**config.mk**
```make
export PLATFORM = sky130hd
export DESIGN_NAME = pn_fire_scheduler
export DESIGN_NICKNAME = d
export VERILOG_FILES = /design/src/rtl/pn_fire_scheduler.sv
export SDC_FILE = /design/constraint.sdc
export NUM_CORES = 2
export LEC_CHECK = 0
export ABC_AREA = 1
export BUFFER_PORTS_ARGS = -buffer_cell sky130_fd_sc_hd__buf_2
export CELL_PAD_IN_SITES_DETAIL_PLACEMENT = 1
export CELL_PAD_IN_SITES_GLOBAL_PLACEMENT = 2
export CORE_UTILIZATION = 35
export CTS_CLUSTER_SIZE = 12
export DETAILED_ROUTE_END_ITERATION = 12
export PLACE_DENSITY_LB_ADDON = 0.05
export SLEW_MARGIN = 5
export SYNTH_ARGS = -nofsm -noshare
export SYNTH_HDL_FRONTEND = slang
export SYNTH_SLANG_ARGS = --single-unit
```
**constraint.sdc**
```tcl
create_clock -name clk -period 10.9 [get_ports clk]
set_clock_uncertainty 0.15 [all_clocks]
set_input_delay 2.18 -clock clk [delete_from_list [all_inputs] [get_ports clk]]
set_output_delay 2.18 -clock clk [all_outputs]
set_load 0.02 [all_outputs]
```
**src/rtl/pn_fire_scheduler.sv**
```systemverilog
// -----------------------------------------------------------------------------
// pn_fire_scheduler
//
// Chooses one enabled Petri-net transition per firing and hands it to the token
// datapath over a valid/ready handshake. High-priority transitions always beat
// low-priority ones. Within each class, a round-robin pointer gives the next
// turn to the transition after the last one that fired. A run halts when no
// transition is enabled (deadlock) or when the programmed firing limit is
// reached.
//
// Optional feature macro: PN_FIRE_STATS_EN. It adds the lifetime firing total
// and the index of the last accepted firing.
//
// Parameters
//   NT  number of transitions (2..64)
//   IW  transition index width, >= clog2(NT)
//   CW  firing counter / limit width
//
// Ports
//   clk, rst_n   clock (rising edge); asynchronous active-low reset
//   start        pulse: begin or resume a run (accepted in IDLE and HALT)
//   abort        pulse: return to IDLE from any state; overrides start
//   step_mode    1 = one firing per start, 0 = free-run
//   max_fires    firing limit per run, 0 = unlimited
//   hi_mask      1 = transition belongs to the high-priority class
//   t_en         enabled-transition vector from the datapath
//   fire_valid   fire request to the datapath
//   fire_idx     transition to fire; held stable while fire_valid is high
//   fire_ready   datapath accepts; the markings update on this edge
//   busy         state is SCAN or ISSUE
//   halted       state is HALT
//   deadlock     halt reason: no transition was enabled
//   fire_cnt     firings completed in the current run
//   fire_total   (PN_FIRE_STATS_EN) saturating count of firings since reset
//   last_idx     (PN_FIRE_STATS_EN) index of the most recent accepted firing
// -----------------------------------------------------------------------------
module pn_fire_scheduler #(
  parameter int NT = 34,
  parameter int IW = 6,
  parameter int CW = 16
) (
  input  logic          clk,
  input  logic          rst_n,
  input  logic          start,
  input  logic          abort,
  input  logic          step_mode,
  input  logic [CW-1:0] max_fires,
  input  logic [NT-1:0] hi_mask,
  input  logic [NT-1:0] t_en,
  output logic          fire_valid,
  output logic [IW-1:0] fire_idx,
  input  logic          fire_ready,
  output logic          busy,
  output logic          halted,
  output logic          deadlock,
  output logic [CW-1:0] fire_cnt
`ifdef PN_FIRE_STATS_EN
  ,
  output logic [31:0]   fire_total,
  output logic [IW-1:0] last_idx
`endif
);

  typedef enum logic [1:0] {IDLE, SCAN, ISSUE, HALT} state_t;

  state_t        r_state, w_state_nxt;
  logic [IW-1:0] r_fire_idx;
  logic          r_fire_hi;     // class of the pending pick; selects which pointer advances
  logic          r_deadlock;
  logic [CW-1:0] r_fire_cnt;
  logic [IW-1:0] r_rr_hi, r_rr_lo;

  logic [IW:0]   w_hi_pick, w_lo_pick;  // {found, index}
  logic          w_hs, w_start_ok, w_limit, w_any;
  logic [CW-1:0] w_cnt_inc;
  logic [IW-1:0] w_ptr_nxt;

  // Returns the first set bit of req at or above ptr, wrapping from NT-1 to 0.
  function automatic logic [IW:0] rr_pick(input logic [NT-1:0] req,
                                          input logic [IW-1:0] ptr);
    logic          found;
    logic [IW-1:0] idx;
    int            j;
    found = 1'b0;
    idx   = '0;
    for (int i = 0; i < NT; i++) begin
      j = int'(ptr) + i;
      if (j >= NT) j = j - NT;
      if (!found && req[j]) begin
        found = 1'b1;
        idx   = IW'(j);
      end
    end
    return {found, idx};
  endfunction

  assign w_hi_pick  = rr_pick(t_en & hi_mask, r_rr_hi);
  assign w_lo_pick  = rr_pick(t_en & ~hi_mask, r_rr_lo);
  assign w_any      = w_hi_pick[IW] | w_lo_pick[IW];

  assign w_hs       = (r_state == ISSUE) && fire_ready;
  assign w_start_ok = ((r_state == IDLE) || (r_state == HALT)) && start && !abort;
  assign w_cnt_inc  = r_fire_cnt + 1'b1;
  assign w_limit    = (max_fires != '0) && (w_cnt_inc == max_fires);
  assign w_ptr_nxt  = (r_fire_idx == IW'(NT - 1)) ? '0 : r_fire_idx + 1'b1;

  // NOTE: w_state_nxt gets a default before the case so that every path assigns it
  // and no latch is inferred.
  always_comb begin
    w_state_nxt = r_state;
    unique case (r_state)
      IDLE:  if (start) w_state_nxt = SCAN;
      SCAN:  w_state_nxt = w_any ? ISSUE : HALT;
      ISSUE: if (fire_ready) begin
               if (w_limit)        w_state_nxt = HALT;
               else if (step_mode) w_state_nxt = IDLE;
               else                w_state_nxt = SCAN;
             end
      HALT:  if (start) w_state_nxt = SCAN;
      default: w_state_nxt = IDLE;
    endcase
    if (abort) w_state_nxt = IDLE;
  end

  // NOTE: all state updates use non-blocking assignments, so every register sees the
  // pre-edge values of the others regardless of statement order.
  always_ff @(posedge clk or negedge rst_n) begin
    if (!rst_n) begin
      r_state    <= IDLE;
      r_fire_idx <= '0;
      r_fire_hi  <= 1'b0;
      r_deadlock <= 1'b0;
      r_fire_cnt <= '0;
      r_rr_hi    <= '0;
      r_rr_lo    <= '0;
    end else begin
      r_state <= w_state_nxt;

      if (w_start_ok) begin
        r_fire_cnt <= '0;
        r_deadlock <= 1'b0;
      end

      if (r_state == SCAN) begin
        if (w_hi_pick[IW]) begin
          r_fire_idx <= w_hi_pick[IW-1:0];
          r_fire_hi  <= 1'b1;
        end else if (w_lo_pick[IW]) begin
          r_fire_idx <= w_lo_pick[IW-1:0];
          r_fire_hi  <= 1'b0;
        end else if (!abort) begin
          r_deadlock <= 1'b1;
        end
      end

      // A handshake completes even when abort arrives on the same edge.
      if (w_hs) begin
        r_fire_cnt <= w_cnt_inc;
        if (r_fire_hi) r_rr_hi <= w_ptr_nxt;
        else           r_rr_lo <= w_ptr_nxt;
      end
    end
  end

`ifdef PN_FIRE_STATS_EN
  logic [31:0]   r_fire_total;
  logic [IW-1:0] r_last_idx;

  always_ff @(posedge clk or negedge rst_n) begin
    if (!rst_n) begin
      r_fire_total <= '0;
      r_last_idx   <= '0;
    end else if (w_hs) begin
      if (r_fire_total != '1) r_fire_total <= r_fire_total + 1'b1;
      r_last_idx <= r_fire_idx;
    end
  end

  assign fire_total = r_fire_total;
  assign last_idx   = r_last_idx;
`endif

  assign fire_valid = (r_state == ISSUE);
  assign fire_idx   = r_fire_idx;
  assign busy       = (r_state == SCAN) || (r_state == ISSUE);
  assign halted     = (r_state == HALT);
  assign deadlock   = r_deadlock;
  assign fire_cnt   = r_fire_cnt;

endmodule

```
==> flow_metrics.tcl <==
set metrics [dict create \
    status "finished, violations left" \
    seq_area_frac_synth 0.0343 \
    worst_setup_path_end_kind "flip-flop" \
    finalSetupTns_ns 0 \
    drt_iter0_markers 3713 \
    wl_mm 176 \
    drive_above_1_share 0.0780 \
    antenna_found_initial 3 \
    cp_slowest_cell "o21ai_2" \
    r2r_start "r_rr_hi[1]$_DFFE_PN0P_" \
    async_reset_ff_frac 1.00 \
    cp-start-kind "input pin" \
    portBuffers 115 \
    syn_to_final_growth_pct 7.95 \
    syn_avg_cell_area_um2 5.11 \
    cts_buffers 5 \
    htreeDepth 2 \
    rsz0062_at_grt "no" \
    startpoint "t_en[15]" \
    cap_violations 1 \
    syn-cell-area_mm2 0.0277 \
    post_cts_buffers 0 \
    core_area_mm2 0.0778 \
    relSlewSlack -0.00107 \
    finalCritPeriodShare 0.740 \
    cp.required_ns 10.95 \
    worstPathMaxFanout 10 \
    r2r_cells 39 \
    cpMostUsedCell "nand2_1" \
    hold_path_class "flip-flop to flip-flop" \
    holdBufCountCts 0 \
    track_usage 0.421 \
    insertion_delay_ns 0.31 \
    wl_per_cell_um 27.0 \
    fp.dieH_um 283 \
    die-area_mm2 0.0803 \
    die_w_um 283 \
    design_area_mm2 0.0299 \
    cts-root-buf "clkbuf_16" \
    synth_ff_type "dfrtp_1" \
    synth_fp_nets 5598 \
    drt-pass1-iter-count 6 \
    setup_viol 0 \
    ctsResizeCount 0 \
    syn_inst 5427 \
    timing.fmax_mhz 124 \
    critPathCapture "fire_idx[4]$_DFFE_PN0P_" \
    r2r_slack_ns 3.00 \
    path_class "input pin to flip-flop" \
    r2r-end "fire_idx[4]$_DFFE_PN0P_" \
    start_util 0.356 \
    dp_hpwl_mm 142 \
    fp-row-count 102 \
    drv_slew 1 \
    hold_viol_final 0 \
    grt_pass1_vias 38400 \
    synth_cell_types 73 \
    nNetsFinal 5670 \
    io_pins 116 \
    cts_tree "yes" \
    yosys_warnings 0 \
    grt_pass1_wl_mm 254 \
    layout_min_cycle_time_ns 8.07 \
    grt_max_degree 79 \
    grt_overflow 0 \
    clkSinkCount 38 \
    drc 0 \
    slowest_delay_ns 0.67 \
    worst_slew_pin_slew_ns 1.49 \
    cts.path.max_buffers 2 \
    violations "max-capacitance violations, max-slew violations" \
    synth_edf_count 0 \
    drt.antenna.violating_nets 0 \
    place.gp.congestion 1.05 \
    clkTransAtPathRegs_ns 0.07 \
    via_count 39900 \
    avgViaCountPerCell 6.10 \
    yosys_register_bits 38 \
    placed_area_mm2 0.0297 \
    cp.arrival_ns 8.12 \
]
==> cell families after synthesis <==
family          count (synthesis)  share of synthesized area
fa+ha+maj                      81                     0.0366
compound gates               1375                      0.289
simple gates                 2864                      0.454
flops                          38                     0.0343
buf+inv                       876                      0.125
xor+xnor                      193                     0.0618
==> state kept, by name, indices dropped and copies added, names as in the netlist <==
| name | cells |
|---|---|
| deadlock | 1 |
| fire_cnt | 16 |
| r_rr_hi | 6 |
| r_fire_hi | 1 |
| fire_idx | 6 |
| r_state | 2 |
| r_rr_lo | 6 |
==> per-stage QoR <==
stage	worst slack [ns]	hold slack (ns)	instances	utilization
after global routing	2.38	0.399	6540	0.384
final	2.83	0.362	6542	0.384
after detailed placement	2.72	0.359	6532	0.382
after CTS	3.01	0.375	6540	0.384
after global placement	2.87	0.344	6532	0.382
after floorplan	4.64	0.369	5427	-
==> routing by layer <==
metal  wire [um]  vias to the layer above  share of wire  global-route usage
met2       80100                     1840           0.45               0.694
li1            -                    18500              -                   -
met1       65600                    18900           0.37               0.477
met5           7                        -       0.000040                   0
met3       12200                      662          0.069              0.0519
met4       18500                        2           0.10               0.381
==> final cells by class <==
| type | count | area (um2) |
|---|---|---|
| multi-input combinational | 4513 | 23400 |
| inverter | 705 | 2650 |
| antenna | 2 | 5.00 |
| clock inverter | 2 | 37.5 |
| clock buffer | 6 | 129 |
| tap | 1040 | 1300 |
| timing repair buffer | 236 | 1480 |
| sequential | 38 | 952 |
| fill | 11400 | 47900 |
==> worst min path at each step <==
stage	slack [ns]	end	start	cells after the start
2_1_floorplan	0.37	r_fire_hi$_DFFE_PN0P_	r_fire_hi$_DFFE_PN0P_	2
3_3_place_gp	0.34	deadlock$_DFF_PN0_	deadlock$_DFF_PN0_	2
3_5_place_dp	0.36	deadlock$_DFF_PN0_	deadlock$_DFF_PN0_	2
4_1_cts	0.37	deadlock$_DFF_PN0_	deadlock$_DFF_PN0_	2
5_1_grt	0.40	deadlock$_DFF_PN0_	deadlock$_DFF_PN0_	2
6_report	0.36	deadlock$_DFF_PN0_	deadlock$_DFF_PN0_	2
==> cell usage in the layout, fill, tap and decap left out, types with 28 or more instances in the layout <==
cell type / n
o211ai_1: 183
o31ai_1: 38
xor2_1: 167
nor3_1: 80
o22ai_1: 35
nand3_1: 589
a21oi_1: 262
ha_1: 81
dfrtp_1: 37
o21ai_0: 595
nor2_1: 468
o21ai_1: 95
o221ai_1: 34
o311ai_0: 28
nand2_1: 1454
inv_1: 654
nand2_2: 38
inv_2: 30
o21ai_2: 29
buf_2: 115
buf_4: 121
nand4_1: 103
==> worst max-delay path, delay by kind of cell <==
| kind | cells | cell delay (ns) |
|---|---|---|
| simple gates | 31 | 4.33 |
| buf+inv | 4 | 0.89 |
| compound gates | 2 | 0.72 |
==> synth_stat cells, drive strengths merged (2+ instances only) <==
library cell | instances | area [um2]
o2111ai | 2 | 17.5
ha | 81 | 1010
inv | 685 | 2570
o41ai | 2 | 17.5
nor3b | 4 | 30.0
nor4 | 24 | 150
clkinv | 20 | 75.1
and2 | 4 | 25.0
dfrtp | 38 | 951
clkbuf | 105 | 395
nand4 | 115 | 856
o31ai | 39 | 298
nand3 | 595 | 3010
a2111oi | 3 | 26.3
a311oi | 3 | 26.3
o21a | 9 | 67.6
o21bai | 7 | 63.8
buf | 66 | 413
a21boi | 7 | 56.3
o221ai | 34 | 298
o311ai | 30 | 263
xnor2 | 23 | 201
or2 | 21 | 131
or4 | 3 | 22.5
a32o | 2 | 20.0
a31oi | 23 | 144
o32ai | 2 | 17.5
nor2 | 497 | 2000
nand3b | 15 | 113
o211ai | 183 | 1370
or3 | 3 | 18.8
a21oi | 265 | 1340
nand2 | 1498 | 5760
xor2 | 170 | 1510
o21ai | 719 | 3670
nor3 | 84 | 440
o22ai | 35 | 219
Power is left out: the tool's default activity adds up to more than one toggle a clock period on the data nets, which glitch-free logic cannot reach.
